$ cat src/rtl/weight_loader.sv
// weight_loader: turns a header + weight word stream into one-hot writes into the
// per-neuron weight memories, keeping a sticky loaded map and a bad-header flag.
module weight_loader #(
   parameter int numNeuron = 30,
   parameter int numWeight = 784
) (
   input  logic                 clk,
   input  logic                 rst_n,
   input  logic                 load_en,
   input  logic                 s_valid,
   input  logic [15:0]          s_data,
   output logic                 s_ready,
   input  logic                 clr,
   output logic [numNeuron-1:0] wen,
   output logic [9:0]           wadd,
   output logic [15:0]          win,
   output logic                 busy,
   output logic                 done,
   output logic [numNeuron-1:0] nrn_loaded,
   output logic                 err
);
   typedef enum logic [0:0] {HDR = 1'b0, LOAD = 1'b1} state_t;

   localparam logic [6:0]           NUM_NRN_W = 7'(numNeuron);
   localparam logic [10:0]          NUM_WT_W  = 11'(numWeight);
   localparam logic [numNeuron-1:0] WEN_ONE   = numNeuron'(1);

   state_t               state_q, state_d;
   logic [5:0]           idx_q, idx_d;
   logic [10:0]          cnt_q, cnt_d, k_q, k_d;
   logic                 bad_idx_q, bad_idx_d, over_q, over_d;
   logic [numNeuron-1:0] wen_d, loaded_d;
   logic [9:0]           wadd_d;
   logic [15:0]          win_d;
   logic                 busy_d, done_d, err_d;
   logic                 accept_s, last_s, hdr_bad_idx_s, hdr_over_s;
   logic [10:0]          hdr_cnt_s;

   assign s_ready       = rst_n & load_en;
   assign accept_s      = s_valid & s_ready;
   assign last_s        = (k_q == (cnt_q - 11'd1));
   // Count field is stored minus one; 11 bits keep a count of 1024 from wrapping.
   assign hdr_cnt_s     = {1'b0, s_data[9:0]} + 11'd1;
   assign hdr_bad_idx_s = ({1'b0, s_data[15:10]} >= NUM_NRN_W);
   assign hdr_over_s    = (hdr_cnt_s > NUM_WT_W);

   // State register.
   always_ff @(posedge clk or negedge rst_n) begin
      if (!rst_n) begin
         state_q <= HDR;
      end else begin
         state_q <= state_d;
      end
   end

   // Next-state decode.
   always_comb begin
      state_d = state_q;
      case (state_q)
         HDR: begin
            if (accept_s) state_d = LOAD;
            else          state_d = HDR;
         end
         LOAD: begin
            if (accept_s && last_s) state_d = HDR;
            else                    state_d = LOAD;
         end
         default: state_d = HDR;
      endcase
   end

   // Output and block-context next values; a set of a loaded bit or err overrides clr.
   always_comb begin
      idx_d     = idx_q;
      cnt_d     = cnt_q;
      k_d       = k_q;
      bad_idx_d = bad_idx_q;
      over_d    = over_q;
      wen_d     = '0;
      wadd_d    = wadd;
      win_d     = win;
      done_d    = 1'b0;
      busy_d    = (state_d == LOAD);
      loaded_d  = clr ? '0 : nrn_loaded;
      err_d     = clr ? 1'b0 : err;
      case (state_q)
         HDR: begin
            if (accept_s) begin
               idx_d     = s_data[15:10];
               cnt_d     = hdr_cnt_s;
               k_d       = 11'd0;
               bad_idx_d = hdr_bad_idx_s;
               over_d    = hdr_over_s;
               if (hdr_bad_idx_s || hdr_over_s) err_d = 1'b1;
               else                             err_d = err_d;
            end else begin
               k_d = k_q;
            end
         end
         LOAD: begin
            if (accept_s) begin
               k_d = k_q + 11'd1;
               if (!bad_idx_q && (k_q < NUM_WT_W)) begin
                  wen_d  = WEN_ONE << idx_q;
                  wadd_d = k_q[9:0];
                  win_d  = s_data;
               end else begin
                  wen_d = '0;
               end
               if (last_s) begin
                  done_d = 1'b1;
                  if (!bad_idx_q && !over_q) loaded_d = loaded_d | (WEN_ONE << idx_q);
                  else                       loaded_d = loaded_d;
               end else begin
                  done_d = 1'b0;
               end
            end else begin
               k_d = k_q;
            end
         end
         default: begin
            wen_d = '0;
         end
      endcase
   end

   // Registered outputs and block context.
   always_ff @(posedge clk or negedge rst_n) begin
      if (!rst_n) begin
         idx_q      <= 6'd0;
         cnt_q      <= 11'd0;
         k_q        <= 11'd0;
         bad_idx_q  <= 1'b0;
         over_q     <= 1'b0;
         wen        <= '0;
         wadd       <= 10'd0;
         win        <= 16'd0;
         busy       <= 1'b0;
         done       <= 1'b0;
         nrn_loaded <= '0;
         err        <= 1'b0;
      end else begin
         idx_q      <= idx_d;
         cnt_q      <= cnt_d;
         k_q        <= k_d;
         bad_idx_q  <= bad_idx_d;
         over_q     <= over_d;
         wen        <= wen_d;
         wadd       <= wadd_d;
         win        <= win_d;
         busy       <= busy_d;
         done       <= done_d;
         nrn_loaded <= loaded_d;
         err        <= err_d;
      end
   end
endmodule

$ cat config.mk
export PLATFORM = sky130hd
export DESIGN_NAME = weight_loader
export DESIGN_NICKNAME = d
export VERILOG_FILES = /design/src/rtl/weight_loader.sv
export SDC_FILE = /design/constraint.sdc
export NUM_CORES = 1
export LEC_CHECK = 0
export CORE_MARGIN = 4
export CORE_UTILIZATION = 45
export CTS_CLUSTER_SIZE = 24
export DETAILED_ROUTE_END_ITERATION = 16
export GPL_TIMING_DRIVEN = 1
export MAX_ROUTING_LAYER = met4
export PLACE_DENSITY_LB_ADDON = 0.3
export SLEW_MARGIN = 20
export SYNTH_ARGS = -nofsm -noshare
export SYNTH_HDL_FRONTEND = slang
export SYNTH_SLANG_ARGS = --single-unit
$ cat constraint.sdc
create_clock -name clk -period 2.8 [get_ports clk]
set_clock_uncertainty 0.15 [all_clocks]
set_input_delay 0.28 -clock clk [delete_from_list [all_inputs] [get_ports clk]]
set_output_delay 0.28 -clock clk [all_outputs]
set_load 0.01 [all_outputs]
Yosys cells after proc, flatten, opt, wreduce, memory -nomap -nowiden
Cells that the tools add are included.
W data, S select, Z words.
{"block": "op_classes", "addsub": 3, "n_lt_le_gt_ge": 3, "eq_ne": 3, "n_shift": 1, "mux": 21, "bitwise": 4, "reduce_logical": 9}
{"operator": "$mux W30", "count": 8}
{"operator": "$or A30 B30 Y30", "count": 1}
{"operator": "$shl A1 B6 Y30 const A", "count": 1}
{"operator": "$mux W11", "count": 2}
{"operator": "$pmux W11 S2", "count": 1}
{"operator": "$add A10 B1 Y11 const B", "count": 1}
{"operator": "$add A11 B1 Y11 const B", "count": 1}
{"operator": "$eq A11 B11 Y1", "count": 1}
{"operator": "$gt A11 B10 Y1 const B", "count": 1}
{"operator": "$lt A11 B10 Y1 const B", "count": 1}
{"operator": "$sub A11 B1 Y11 const B", "count": 1}
{"operator": "$mux W1", "count": 9}
{"operator": "$ge A6 B5 Y1 const B", "count": 1}
{"operator": "$reduce_and A2 Y1", "count": 2}
{"operator": "$logic_and A1 B1 Y1", "count": 3}
{"operator": "$reduce_and A3 Y1", "count": 1}
{"operator": "$and A1 B1 Y1", "count": 2}
{"operator": "$logic_not A1 Y1", "count": 2}
{"operator": "$ne A2 B1 Y1 const B", "count": 1}
{"operator": "$ne A2 B2 Y1 const B", "count": 1}
{"operator": "$pmux W1 S2", "count": 1}
{"operator": "$logic_or A1 B1 Y1", "count": 1}
{"operator": "$not A1 Y1", "count": 1}
{"block": "totals", "ff_bits": 119, "inputBits": 21, "output_inout_bits": 90}

Longest topological paths before layout
Gate-level depths: netlist (run 1).
{"block": "depth", "word_depth": 6, "mapped_depth": 9, "ltp_nobuf": 8}

Worst setup path before layout (run 1)
Ideal clock, no wire load.
{"block": "synth_timing", "kind": "register -> register", "from": "register cnt_q[0]", "to": "register busy", "setup_time_ns": 0.121, "t_arrival_ns": 2.211, "required_time_ns": 2.529, "slack_ns": 0.317, "stages_incl_launch_ff": 9, "synth_period_minus_slack_ns": 2.483, "path_cell_list": "dfrtp_1 > inv_1 > ha_1 > xnor2_1 > a2111oi_2 > o311ai_1 > or4b_4 > buf_6 > o22a_1"}
{"block": "synth_via", "elab_chain_len": 5}
{"element": "start, declared", "line_no": "30", "rtl": "logic [10:0] cnt_q, cnt_d, k_q, k_d;"}
{"element": "start signal, assigned", "line_no": "144", "rtl": "cnt_q <= cnt_d;"}
{"element": "$sub A11 B1 Y11", "line_no": "41", "rtl": "assign last_s = (k_q == (cnt_q - 11'd1));"}
{"element": "$eq A11 B11 Y1", "line_no": "41"}
{"element": "$logic_and A1 B1 Y1", "line_no": "65", "rtl": "if (accept_s && last_s) state_d = HDR;"}
{"element": "$mux W1", "line_no": "65"}
{"element": "$pmux W1 S2", "line_no": "59", "rtl": "case (state_q)"}
{"element": "net busy_d", "line_no": "35", "rtl": "logic busy_d, done_d, err_d;"}
{"element": "end signal, assigned", "line_no": "151", "rtl": "busy <= busy_d;"}
{"element": "end, declared", "line_no": "17", "rtl": "output logic busy,"}
The timed path passes the listed nets, and every way through them passes these cells.
A chain may end at the register's enable or synchronous reset.

Final worst setup path (run 1)
{"block": "layout_timing", "from": "register cnt_q[0]", "to": "register nrn_loaded[23]"}
{"block": "layout_via", "elab_chain_len": 5}
{"element": "$sub A11 B1 Y11", "line_no": "41"}
{"element": "$eq A11 B11 Y1", "line_no": "41"}
{"element": "$mux W30", "line_no": "110", "rtl": "if (last_s) begin"}
{"element": "$mux W30", "line_no": "101", "rtl": "if (accept_s) begin"}
{"element": "$mux W30", "line_no": "86", "rtl": "case (state_q)"}
{"element": "net loaded_d[23]", "line_no": "32", "rtl": "logic [numNeuron-1:0] wen_d, loaded_d;"}
{"element": "end signal, assigned", "line_no": "153", "rtl": "nrn_loaded <= loaded_d;"}
{"element": "end, declared", "line_no": "19", "rtl": "output logic [numNeuron-1:0] nrn_loaded,"}
The timed path passes the listed nets, and every way through them passes these cells.

==> summary.txt, run 1 <==
Clock network
  – Cell at the root of the clock tree: clkbuf_16
  – # H-tree levels: 4
  – Clock transition at path regs: 0.06 ns
  – Clock network latency to the later pin of the worst-skew pair: 0.41 ns
  – Maximum count of clock buffers along a single path: 2
  – TritonCTS clock tree: done
  – Sink Count: 119
  – Number of buffers created by CTS: 17

Global routing
  – GR Util All Layers: 0.2131
  – Wire length of the first global-routing pass: 21,800 um
  – Remaining Overflow, GRT: 0
  – Vias in the first global route: 4,400
  – Maximum number of pins on one net before global-route repair: 78
  – Number of antenna violations at the first check in global routing: 0

Final layout
  – Number of cells in the finished layout apart from fillers: 834
  – Final core utilization: 0.6289
  – Final layout net count: 702
  – Share of post-route cells with drive strength above 1: 0.09696
  – Multi-input gate area: 2193 um^2
  – Filler cell count: 990
  – Number of inserted diodes: 0
  – Footprint of the flip-flops and latches: 2978 um^2
  – Layout overhead on the synthesized area: 35.90%

Setup path
  – Capturing element type of the critical path: flip-flop
  – Data arrival, critical path: 2.78 ns
  – Critical path class: reg2reg
  – Worst reg2reg setup slack: 0.19 ns
  – Crit path launch type: flip-flop
  – Worst-path maximum fanout: 11
  – Required time of the critical path: 2.97 ns

Route
  – Routed wire length per instance: 16.37 um
  – First-pass DRT Iterations: 5
  – Post-DRT Antenna Nets: 0
  – Number of DRC markers after the initial detailed-route iteration: 309
  – Total via count in the routed design: 4,418
  – DRC Markers: 0
  – Wire length after detailed routing: 13,650 um
  – Drt via density: 5.297

Floorplanning
  – Number of top-level pins: 111
  – Die extent in x: 116.8 um
  – Floorplan die area: 13,650 um^2
  – Site row count: 39
  – Area of the placeable core: 11,520 um^2
  – Chip height: 116.8 um
  – Starting utilization of the core area: 0.4627

Pwr
  – Internal cell power: 4.152 mW
  – Pwr dens: 852.5 nW/um^2
  – Seq pwr share: 0.367
  – Maximum VDD drop: 0.4486 mV
  – Clock network fraction of design power: 0.369
  – Power Total: 6.174 mW
  – Leak: 3.252 nW
  – Logic pwr share: 0.264
  – Switching Power: 2.021 mW
  – Net Sw Frac: 0.3274

Timing
  – Share of the cycle needed by the critical path after routing: 0.9326
  – Worst-Margin Slew: 0.9509 ns
  – Slew headroom: 0.3654
  – Number of hold-slack violations in the final timing report: 0
  – Max-slew violation count: 0
  – Upper clock frequency limit: 383.0 MHz
  – Worst Hold Margin: 0.1242 ns
  – Final Setup Violations: 0
  – Sum Neg Setup Slack: 0 ns
  – Unrepaired setup endpoints after global routing: no
  – Final critical-path required period: 2.611 ns

Synthesis
  – Average footprint of a synthesized cell: 9.432 um^2
  – Fraction of registers with async set or reset after synthesis: 1.000
  – Yosys top cell by area: dfrtp_1
  – Synthesized area: 5329 um^2
  – Post-synth cell types: 55
  – Post-synthesis instance total: 565
  – Sequential-to-total area share from yosys stat: 0.5588
  – Number of enable flip-flop cells after synthesis: 0
  – Top-area cell type share of the netlist area: 0.5588
  – Post-synthesis register bit count: 119
  – Warning count from the yosys run: 0
  – Dominant synthesized flop cell: dfrtp_1
  – Syn Nets: 589
  – Cell types occupying the most area after synthesis: dfrtp_1, nand2_1, nor2_1

Placement
  – HPWL after detailed placement: 9892 um
  – Total placed cells including tap cells: 799
  – Count of port buffers added during placement: 110
  – Final weighted congestion in routability-driven placement: 0.8411

Run
  – Max Cap Viol: 0

Run status
  – Status: finished clean

Hold path
  – Hold Crit Class: in2async
-- layout by cell type, fill, tap and decap left out, types with 5 or more instances in the layout --
cell and n:
buf_4 18, o31ai_2 8, clkbuf_16 17, nand3_1 25, dfrtp_1 119, o21ai_0 10
and3_1 7, nand2_1 157, clkdlybuf4s50_1 109, or3_1 5, xnor2_1 13, inv_6 5
a21oi_1 8, nor3_1 8, nor2_1 53, o21ai_1 28, inv_1 7, xor2_1 15
nand4_1 8
-- power by group through the flow --
stage | Sequential [mW] | Clock, mW | Combinational, mW
floorplan | 2.23 | 0 | 0.977
global placement | 2.27 | 0 | 1.57
detailed placement | 2.29 | 0 | 1.60
CTS | 2.26 | 2.30 | 1.62
global route | 2.31 | 2.40 | 1.80
finish | 2.26 | 2.28 | 1.63
-- final timing paths --
kind	startpoint	end	depth (start not counted)
min in group clk	s_data[10]	idx_q[0]	3
max in group asynchronous	rst_n	busy	4
max	cnt_q[0]	nrn_loaded[23]	7
min reg2reg	win[9]	win[9]	2
min	rst_n	k_q[5]	2
max reg2reg	cnt_q[0]	nrn_loaded[23]	7
-- state kept, by name, indices dropped and copies added (netlist names) --
name and flops:
err 1, over_q 1, wadd 10, win 16, busy 1, wen 30
idx_q 6, nrn_loaded 30, cnt_q 11, bad_idx_q 1, k_q 11, done 1
-- synth_stat cells (all sizes together) (8+ instances only) --
cell and count:
o31ai 11, buf 11, nor3 9, nand2 157, nor2 53, xnor2 13, nand4 8, clkbuf 23
a21oi 8, nand3 25, xor2 15, dfrtp 119, o21ai 38
-- area by class of cell --
| cell class | count | share of cell area |
|---|---|---|
| Multi-Input combinational cell | 405 | 0.3029 |
| Timing Repair Buffer | 128 | 0.1707 |
| Clock inverter | 12 | 0.02246 |
| Inverter | 7 | 0.003628 |
| Clock buffer | 20 | 0.06444 |
| Tap cell | 143 | 0.02471 |
| Sequential cell | 119 | 0.4112 |
-- logic make-up (layout without fill, tap and decap cells) --
kind of cell / count (synthesis) / count (layout) / share of synthesized area
buf+inv: 41 / 167 / 0.03240
fa+ha+maj: 3 / 3 / 0.007045
xor+xnor: 28 / 28 / 0.04602
simple gates: 292 / 292 / 0.2484
flops: 119 / 119 / 0.5588
compound gates: 82 / 82 / 0.1073
-- timing repair --
| item | CTS | global route |
|---|---|---|
| endpoints found under the setup margin | 0 | 14 |
| gates resized for setup | 0 | 2 |
| hold buffers | 1 | 0 |
| buffers inserted | 0 | 2 |
| hold endpoints to repair | 42 | 0 |
-- routing by layer --
layer | global-route usage | part of all wire
met1 | 0.2603 | 0.43
met2 | 0.3523 | 0.50
met3 | 0.04627 | 0.051
met4 | 0.07339 | 0.020
met5 | - | 0
-- through the flow --
step                setup WS [ns]  instance area, um^2
floorplan                  0.3174                 5329
global placement           0.1727                 6579
detailed placement         0.1409                 6579
CTS                        0.1547                 7218
global route              0.02894                 7242
finish                     0.1887                 7242
-- worst max-delay path: stages, from the launching register on --
cell       delay (ns)
dfrtp_1          0.42
inv_1            0.08
ha_2             0.27
xnor2_1          0.14
a2111oi_2        0.34
o311ai_1         0.20
or4b_4           0.67
o31ai_2          0.25
(Power assumes the default switching activity.)
==> run 2: changes to the inputs <==
--- a/config.mk
+++ b/config.mk
@@ -5,10 +5,12 @@
 export SDC_FILE = /design/constraint.sdc
 export NUM_CORES = 1
 export LEC_CHECK = 0
+export CORE_ASPECT_RATIO = 0.9
 export CORE_MARGIN = 4
 export CORE_UTILIZATION = 45
 export CTS_CLUSTER_SIZE = 24
 export DETAILED_ROUTE_END_ITERATION = 16
+export DONT_BUFFER_PORTS = 1
 export GPL_TIMING_DRIVEN = 1
 export MAX_ROUTING_LAYER = met4
 export PLACE_DENSITY_LB_ADDON = 0.3
==> run 2 against run 1 <==
  * The flow now finishes with violations (hold timing)
  * Combinational power decreased by 27%
  * Maximum frequency increased by 0.29%
  * Global-route usage about the same
  * Flip-flop and latch count unchanged
  * Clock power decreased by 7%
  * First-iteration DRC count up 13%
  * Routed wire length fell by 0.86%
  * Register-to-register slack barely moved
  * Highest routed layer unchanged
==> summary.txt, run 2 (synthesized netlist as in run 1, its figures left out) <==
Pwr
  – Power Total: 5.675 mW
  – Maximum VDD drop: 0.4523 mV
  – Leak: 2.870 nW
  – Pwr dens: 913.5 nW/um^2

Clock network
  – Sink Count: 119
  – # H-tree levels: 4
  – Cell at the root of the clock tree: clkbuf_16
  – Maximum count of clock buffers along a single path: 2
  – Clock transition at path regs: 0.06 ns
  – Number of gates given a new drive strength after cts: 0
  – Buffers inserted during post-CTS setup optimization: 0
  – Cts hold-fix bufs: 17
  – Clock network latency to the later pin of the worst-skew pair: 0.41 ns
  – Number of buffers created by CTS: 17
  – TritonCTS clock tree: done

Final layout
  – Share of post-route cells with drive strength above 1: 0.09831
  – Most frequent standard cell in the layout excluding fill and tap cells: nand2_1
  – Final layout net count: 601
  – Final core utilization: 0.5389
  – Multi-input gate area: 2185 um^2
  – Layout overhead on the synthesized area: 16.58%
  – Commonest non-fill, non-tap cells in the layout: nand2_1, dfrtp_1, nor2_1, o21ai_1, nand3_1
  – Design Area, Final: 6212 um^2
  – Number of inserted diodes: 0
  – Filler cell count: 1,031
  – Largest registers: nrn_loaded x30, wen x30, win x16
  – Number of cells in the finished layout apart from fillers: 746
  – Footprint of the flip-flops and latches: 2978 um^2

Placement
  – Total placed cells including tap cells: 697
  – Final weighted congestion in routability-driven placement: 0.7956
  – Count of port buffers added during placement: 0
  – HPWL after detailed placement: 9055 um
  – Area of placed instances: 5459 um^2

Setup path
  – Critical path class: reg2reg
  – Data arrival, critical path: 2.77 ns
  – Crit path launch type: flip-flop
  – Reg-to-reg endpoint: nrn_loaded[27]
  – Worst reg2reg startpoint: cnt_q[1]
  – Crit path buf inv count: 2
  – Capturing element type of the critical path: flip-flop
  – Worst reg2reg setup slack: 0.20 ns
  – Worst-path maximum fanout: 32
  – Largest delay share family, worst path: compound AO/OA/AOI/OAI gates
  – Worst-case reg-to-reg path depth: 9
  – Crit-path slowest cell: dfrtp_1
  – CP max stage delay: 0.40 ns
  – Cell breakdown of the critical path: inv_1, ha_1, nor4b_4, nand2b_1, a311o_1, a21boi_1, o2bb2ai_2, buf_4, o31ai_2
  – Required time of the critical path: 2.97 ns

Timing
  – Upper clock frequency limit: 384.1 MHz
  – Worst-Margin Slew: 1.028 ns
  – Worst Hold Margin: -0.5867 ns
  – Final Setup Violations: 0
  – Unrepaired setup endpoints after global routing: no
  – Max-slew violation count: 0
  – Sum Neg Setup Slack: 0 ns
  – Number of hold-slack violations in the final timing report: 119
  – Final critical-path required period: 2.604 ns
  – Share of the cycle needed by the critical path after routing: 0.9299
  – Slew headroom: 0.3136

Run status
  – Failing checks: hold timing
  – Status: complete, but fails checks

Route
  – DRC Markers: 0
  – Routed wire length per instance: 18.14 um
  – Post-DRT Antenna Nets: 0
  – First-pass DRT Iterations: 5
  – Total via count in the routed design: 4,135
  – Wire length after detailed routing: 13,530 um
  – Drt via density: 5.543
  – Number of DRC markers after the initial detailed-route iteration: 348

Run
  – Max Cap Viol: 0

Global routing
  – GRT met3 Usage: 0.08112
  – Remaining Overflow, GRT: 0
  – Wire length of the first global-routing pass: 22,040 um
  – GR Util All Layers: 0.2135
  – M2 GR Usage: 0.3118
  – Grt met1 use: 0.2807
  – Maximum number of pins on one net before global-route repair: 123
  – Number of antenna violations at the first check in global routing: 0
  – Vias in the first global route: 4,162
  – GR peak layer: met2

Floorplanning
  – Die extent in x: 122.7 um
  – Number of top-level pins: 111
  – Starting utilization of the core area: 0.4623
  – Site row count: 37
  – Area of the placeable core: 11,530 um^2
  – Chip height: 111.2 um
  – Floorplan die area: 13,650 um^2

Hold path
  – Hold Crit Class: in2async
==> run 2: cell count changes in the layout (fill, tap and decap cells not counted), sizes merged <==
cell           delta
buf               -8
clkbuf            -3
clkinv            +1
inv               +4
bufinv            -2
dlygate4sd3      +16
clkdlybuf4s50   -109
==> run 2: how the worst max path moves through the flow <==
stage / startpoint / to / cells after the start
2_1_floorplan: cnt_q[0] / busy / 8
3_3_place_gp: cnt_q[0] / nrn_loaded[16] / 7
3_5_place_dp: cnt_q[0] / nrn_loaded[27] / 7
4_1_cts: cnt_q[0] / nrn_loaded[27] / 7
5_1_grt: cnt_q[0] / nrn_loaded[24] / 9
6_report: cnt_q[1] / nrn_loaded[27] / 9
==> run 2: report_power, final <==
part	total (mW)	leakage, nW	internal [mW]	switching, mW
clock	2.13	0.282	1.26	0.874
sequential	2.35	1.60	1.97	0.385
combinational	1.19	0.987	0.431	0.758
==> run 2: area by class of cell <==
cell class	instances	share of cell area
multi-input combinational	405	0.3517
inverter	7	0.004230
timing repair buffer	27	0.03948
tap	156	0.03142
sequential	119	0.4794
clock buffer	17	0.06848
clock inverter	15	0.02538
==> run 2: routing by layer <==
layer / part of all wire / vias up
met5: 0 / -
met1: 0.44 / 2038
li1: - / 1930
met3: 0.096 / 14
met2: 0.45 / 153
met4: 0.012 / 0
==> run 2: worst reg2reg max path, cell delays in order (launching register included) <==
cell	delay, ns
dfrtp_1	0.40
inv_1	0.10
ha_1	0.25
nor4b_4	0.37
nand2b_1	0.12
a311o_1	0.29
a21boi_1	0.20
o2bb2ai_2	0.09
buf_4	0.25
o31ai_2	0.29
==> run 2: stage by stage <==
step	setup WS, ns	hold slack (ns)
6_report	0.1963	-0.5867
5_1_grt	0.003442	-0.6108
4_1_cts	0.1704	-0.6044
3_5_place_dp	0.1863	-0.1611
3_3_place_gp	0.2691	-0.1604
2_1_floorplan	0.3174	-0.1656
